===== src/rtl/pack_metadata_mc.sv =====
// pack_metadata_mc: hides a per-frame metadata record in the unused high bits
// of the first N sample words of each frame, for nchan channels in parallel.
// A pending buffer lets the next record be loaded while the current one is
// still being emitted. A start arriving mid-frame abandons the remaining words
// and pulses truncated. An init that overwrites an unconsumed record sets the
// sticky overrun flag.
module pack_metadata_mc #(
    parameter int data_width       = 16,
    parameter int data_width_used  = 12,
    parameter int meta_data_width  = 464,
    parameter int nchan            = 2,
    parameter bit fill_sign_extend = 1'b0
) (
    input  logic                          clock,
    input  logic                          reset,
    input  logic                          enable,
    input  logic                          init,
    input  logic                          start,
    input  logic [meta_data_width-1:0]    meta_data,
    input  logic [nchan*data_width-1:0]   data_in,
    input  logic                          strobe_in,
    output logic [nchan*data_width-1:0]   data_out,
    output logic                          strobe_out,
    output logic                          busy,
    output logic                          meta_last,
    output logic                          truncated,
    output logic                          overrun
);

    localparam int U  = data_width_used;
    localparam int P  = data_width - data_width_used;
    localparam int B  = nchan * P;
    localparam int N  = (meta_data_width + B - 1) / B;
    localparam int CW = $clog2(N + 1);
    localparam int EW = N * B;
    localparam int DW = nchan * data_width;

    typedef enum logic {IDLE, PACK} state_t;

    state_t                       state_q, state_d;
    logic [CW-1:0]                count_q, count_d;
    logic [meta_data_width-1:0]   pending_q, pending_d;
    logic                         pending_valid_q, pending_valid_d;
    logic [meta_data_width-1:0]   active_q, active_d;
    logic                         overrun_q, overrun_d;
    logic                         truncated_d;
    logic                         meta_last_d;
    logic [DW-1:0]                word_d;

    // Effective frame context seen by this cycle's strobe (after any start bypass)
    state_t                       state_eff;
    logic [CW-1:0]                count_eff;
    logic [meta_data_width-1:0]   active_eff;
    logic [EW-1:0]                active_ext;
    logic                         accept;

    // Fill value for the P high bits of a word that carries no metadata
    function automatic logic [P-1:0] fill_bits(input logic [U-1:0] sample);
        if (fill_sign_extend)
            return {P{sample[U-1]}};
        else
            return '0;
    endfunction

    assign accept = enable && strobe_in;

    // Frame control: start/init handling, then word advance for an accepted strobe
    always_comb begin
        state_eff       = state_q;
        count_eff       = count_q;
        active_eff      = active_q;
        pending_d       = pending_q;
        pending_valid_d = pending_valid_q;
        overrun_d       = overrun_q;
        truncated_d     = 1'b0;

        if (start) begin
            truncated_d = (state_q == PACK);
            count_eff   = '0;
            if (pending_valid_q) begin
                active_eff      = pending_q;
                pending_valid_d = 1'b0;
                state_eff       = PACK;
            end else if (init) begin
                // No record waiting: the record arriving now is used directly
                active_eff = meta_data;
                state_eff  = PACK;
            end else begin
                state_eff = IDLE;
            end
        end

        if (init && !(start && !pending_valid_q)) begin
            pending_d       = meta_data;
            pending_valid_d = 1'b1;
            if (pending_valid_q && !start)
                overrun_d = 1'b1;
        end

        active_d    = active_eff;
        state_d     = state_eff;
        count_d     = count_eff;
        meta_last_d = 1'b0;
        if (accept && state_eff == PACK) begin
            if (count_eff == CW'(N - 1)) begin
                meta_last_d = 1'b1;
                state_d     = IDLE;
                count_d     = '0;
            end else begin
                count_d = count_eff + 1'b1;
            end
        end
    end

    // Output word: metadata slice in PACK, fill otherwise; low bits pass through
    always_comb begin
        active_ext = '0;
        active_ext[meta_data_width-1:0] = active_eff;
        word_d = '0;
        for (int c = 0; c < nchan; c++) begin
            if (state_eff == PACK)
                word_d[c*data_width + U +: P] = active_ext[(int'(count_eff) * nchan + c) * P +: P];
            else
                word_d[c*data_width + U +: P] = fill_bits(data_in[c*data_width +: U]);
            word_d[c*data_width +: U] = data_in[c*data_width +: U];
        end
    end

    // State, control flags and the output register
    always_ff @(posedge clock) begin
        if (reset) begin
            state_q         <= IDLE;
            count_q         <= '0;
            pending_valid_q <= 1'b0;
            active_q        <= '0;
            overrun_q       <= 1'b0;
            truncated       <= 1'b0;
            meta_last       <= 1'b0;
            strobe_out      <= 1'b0;
            data_out        <= '0;
        end else begin
            state_q         <= state_d;
            count_q         <= count_d;
            pending_valid_q <= pending_valid_d;
            active_q        <= active_d;
            overrun_q       <= overrun_d;
            truncated       <= truncated_d;
            meta_last       <= meta_last_d;
            strobe_out      <= accept;
            if (accept)
                data_out <= word_d;
        end
    end

    // Pending record storage; only meaningful while pending_valid_q is set
    always_ff @(posedge clock) begin
        pending_q <= pending_d;
    end

    assign busy    = (state_q == PACK);
    assign overrun = overrun_q;

endmodule

===== config.mk =====
export PLATFORM = sky130hd
export DESIGN_NAME = pack_metadata_mc
export DESIGN_NICKNAME = d
export VERILOG_FILES = /design/src/rtl/pack_metadata_mc.sv
export SDC_FILE = /design/constraint.sdc
export NUM_CORES = 2
export LEC_CHECK = 0
export BUFFER_PORTS_ARGS = -buffer_cell sky130_fd_sc_hd__buf_4
export CAP_MARGIN = 40
export CORE_MARGIN = 2
export CORE_UTILIZATION = 25
export DETAILED_ROUTE_END_ITERATION = 16
export PLACE_DENSITY = 0.37
export SYNTH_ARGS = -nofsm -noshare
export SYNTH_HDL_FRONTEND = slang
export SYNTH_SLANG_ARGS = --single-unit

===== constraint.sdc =====
create_clock -name clock -period 54.6 [get_ports clock]
set_clock_uncertainty 0.15 [all_clocks]
set_input_delay 10.92 -clock clock [delete_from_list [all_inputs] [get_ports clock]]
set_output_delay 10.92 -clock clock [all_outputs]
set_load 0.01 [all_outputs]

==> summary.txt <==
Run status
  • Result of the run: complete, no violations

Yosys
  • Number of synthesized flops with an enable pin: 464
  • Area share of the largest cell type after synthesis: 0.340
  • Number of warning messages in the yosys log: 0
  • Sequential fraction of the synthesis area: 0.589
  • Ys async rst share: 0
  • Biggest area consumer among synthesized cells: edfxtp_1
  • Post-synthesis average cell area: 10.5 sq um
  • Distinct cells, synth: 64
  • Post-synth net total: between 4,000 and 5,000
  • Post-synthesis cell area: 0.0409 sq mm
  • Area contributors post-synth: edfxtp_1 34%, dfxtp_1 25%, o22ai_1 12%
  • Cells after Synth: around 3,900
  • Number of storage elements in the synthesis netlist: 972
  • Most frequent cells after synthesis: 769 x o22ai_1, 508 x dfxtp_1, 464 x edfxtp_1
  • Most frequent cell after synthesis: o22ai_1
  • Ys flop type: dfxtp_1

Placement
  • GP Congestion: 0.791
  • Buffers added on ports: 530
  • Post-placement setup slack: 38.64 ns
  • Detailed-placement wirelength estimate: ~130,000 microns

Cells and area
  • Signed area change from the synthesized netlist to the final layout: 25.1%
  • Nets: 4,778
  • Share of post-route cells with drive strength above 1: 0.197

CTS
  • Maximum clock path buffer count: 3
  • Number of buffers inserted during clock tree synthesis: roughly 120
  • Post-CTS repair timing setup buffer count: 0
  • TritonCTS clock tree: built
  • Count of hold-fix buffers inserted at cts: 0
  • Number of levels the H-tree was split into: 3
  • PostCTS Resize Cnt: 0
  • Clk pin slew, worst setup/hold paths: 0.06 ns
  • Clock network latency to the later pin of the worst-skew pair: 0.77 ns
  • Cell chosen for the clock root: clkbuf_16
  • CTS sink cnt: between 900 and 1,000

Timing
  • Setup Viol. Count Final: 0
  • Slew HR: 0.240
  • Number of max-slew violations in the final report: 0
  • Final Hold Vio Count: 0
  • Setup repair after global routing missed its margin: no
  • Peak Freq: 66.0 MHz
  • Min cycle time layout: 15.15 ns
  • Sum Neg Setup Slack: 0 ns
  • Ratio of final minimum period to clock period: 0.277
  • Slew of the pin with the lowest slew margin: 1.13 ns
  • Final worst slack: 39.45 ns

Worst hold path
  • Worst min-delay path category: reg2reg

Route
  • Remaining routing DRC violations: 0
  • Final routed wirelength across all metal layers: roughly 200,000 microns
  • Routed via count: 36,000
  • Vias per cell: between 5 and 6
  • Total iterations of the first detailed-routing run: 8
  • Post-route antenna net violation count: 0
  • Average wire length per cell after detail routing: just over 30 microns
  • Count of routing violations after the opening detailed-route iteration: 3,036

GRT
  • Initial antenna violation count: 75
  • Grt total ovfl: 0
  • Total track usage: 0.233
  • Met3 GRT Util: 0.0637
  • Maximum number of pins on one net before global-route repair: roughly 160
  • Wire length of the first global-routing pass: 282,000 microns
  • Met1 GRT Util: 0.327
  • Global-route track usage on met2: 0.354
  • Busiest grt layer: met2
  • Number of global-route vias before repair: 34,900

Floorplanning
  • I/O pins: 539
  • Floorplan die height: 409 microns
  • Core ar.: about 0.16 sq mm
  • Chip width: 409 microns
  • Initial Utilization: 0.251
  • Die Area: 0.167 sq mm
  • Std-Cell Rows: approximately 150

Critical path
  • Max FO, Critical Path: 136
  • Slack of the worst reg-to-reg path: ~50 ns
  • CP endpoint kind: flop
  • CP max-delay cell: o311ai_0
  • Worst path cell trace: buf_8, nand2_8, buf_4, buf_12, buf_12, buf_4, o22a_1, nor2_1, o311ai_0, a32oi_1, o21a_1, o211ai_1
  • Critical setup path kind: in2reg
  • Required time of the worst setup path: 55.12 ns
  • Critical Path Start Type: input pin
  • Slowest stage delay, CP: 0.73 ns
  • Signal arrival time at the worst endpoint: 15.67 ns

Job
  • Number of max-cap violations: 0

Power
  • Pleak: 17.9 nW
  • Power density over the cells: 36.7 mW/mm^2
  • Max VDD drop: 0.0000239 V
cell families (layout without fill, tap and decap cells):
logic type / count (synthesis) / count (layout) / share of synthesized area
buffers and inverters: 397 / 876 / 0.0417
flip-flops: 972 / 972 / 0.589
XOR/XNOR: 4 / 4 / 0.000856
AND/OR/NAND/NOR: 924 / 924 / 0.105
other: 0 / 16 / 0
AO/OA/AOI/OAI: 1590 / 1590 / 0.260
multiplexers: 12 / 12 / 0.00293
adder cells (fa/ha/maj): 2 / 2 / 0.000611
power by group:
group | internal, mW | total, mW | switching [mW]
sequential | 0.813 | 0.835 | 0.0219
clock | 0.482 | 0.823 | 0.341
combinational | 0.0881 | 0.222 | 0.134
cell usage in the layout, fill, tap and decap left out, drive strengths merged, types with 35 or more instances in the layout:
master / count
buf: 644
nor2: 344
dfxtp: 508
and2: 39
clkbuf: 178
a2111oi: 76
o211ai: 50
edfxtp: 464
nand2: 205
o21ai: 41
nor3: 84
o22ai: 769
nor2b: 184
a221oi: 40
o221ai: 101
a211oi: 123
clkinv: 35
a21oi: 263
sequential cells by signal, summed over array words and instances, names as in the netlist:
signal and count:
data_out 32, count_q 6, active_q 464, truncated 1, busy 1, pending_q 464
strobe_out 1, overrun 1, meta_last 1, pending_valid_q 1
layout make-up:
| class | count | area [sq um] |
|---|---|---|
| fillers | 16700 | 112000 |
| flip-flops and latches | 972 | 24100 |
| multi-input cells | 2532 | 15300 |
| repair buffers | 644 | 5040 |
| clock buffers | 178 | 3440 |
| well taps | 2175 | 2720 |
| clock inverters | 49 | 552 |
| diodes | 16 | 40.0 |
| inverters | 5 | 28.8 |
worst paths after layout:
path	from	end	cells after the start
setup / recovery	init	data_out[12]	12
setup reg to reg	pending_valid_q	data_out[15]	9
hold reg to reg	data_out[19]	data_out[19]	2
hold / removal	data_out[19]	data_out[19]	2
through the flow:
stage | total power [mW] | instances | utilization | area (sq um) | hold WS [ns]
2_1_floorplan | 0.998 | 3901 | - | 40900 | 0.314
6_report | 1.88 | 6571 | 0.315 | 51200 | 0.303
3_3_place_gp | 1.07 | 6310 | 0.288 | 46900 | 0.294
4_1_cts | 1.90 | 6554 | 0.314 | 51100 | 0.307
5_1_grt | 1.95 | 6562 | 0.314 | 51200 | 0.322
3_5_place_dp | 1.07 | 6327 | 0.290 | 47200 | 0.299
worst max-delay path: cells and delay by family:
kind | cells | cell delay (ns)
buf+inv | 5 | 2.54
compound gates | 5 | 1.40
simple gates | 2 | 0.48
routing by layer:
metal / vias up / share of wire / wire, microns
li1: 16100 / - / -
met1: 18500 / 0.46 / 92200
met2: 1169 / 0.45 / 90200
met3: 278 / 0.074 / 14900
met4: 76 / 0.021 / 4170
met5: - / 0.0024 / 477
Note: power is estimated with default switching activity, not from simulation.
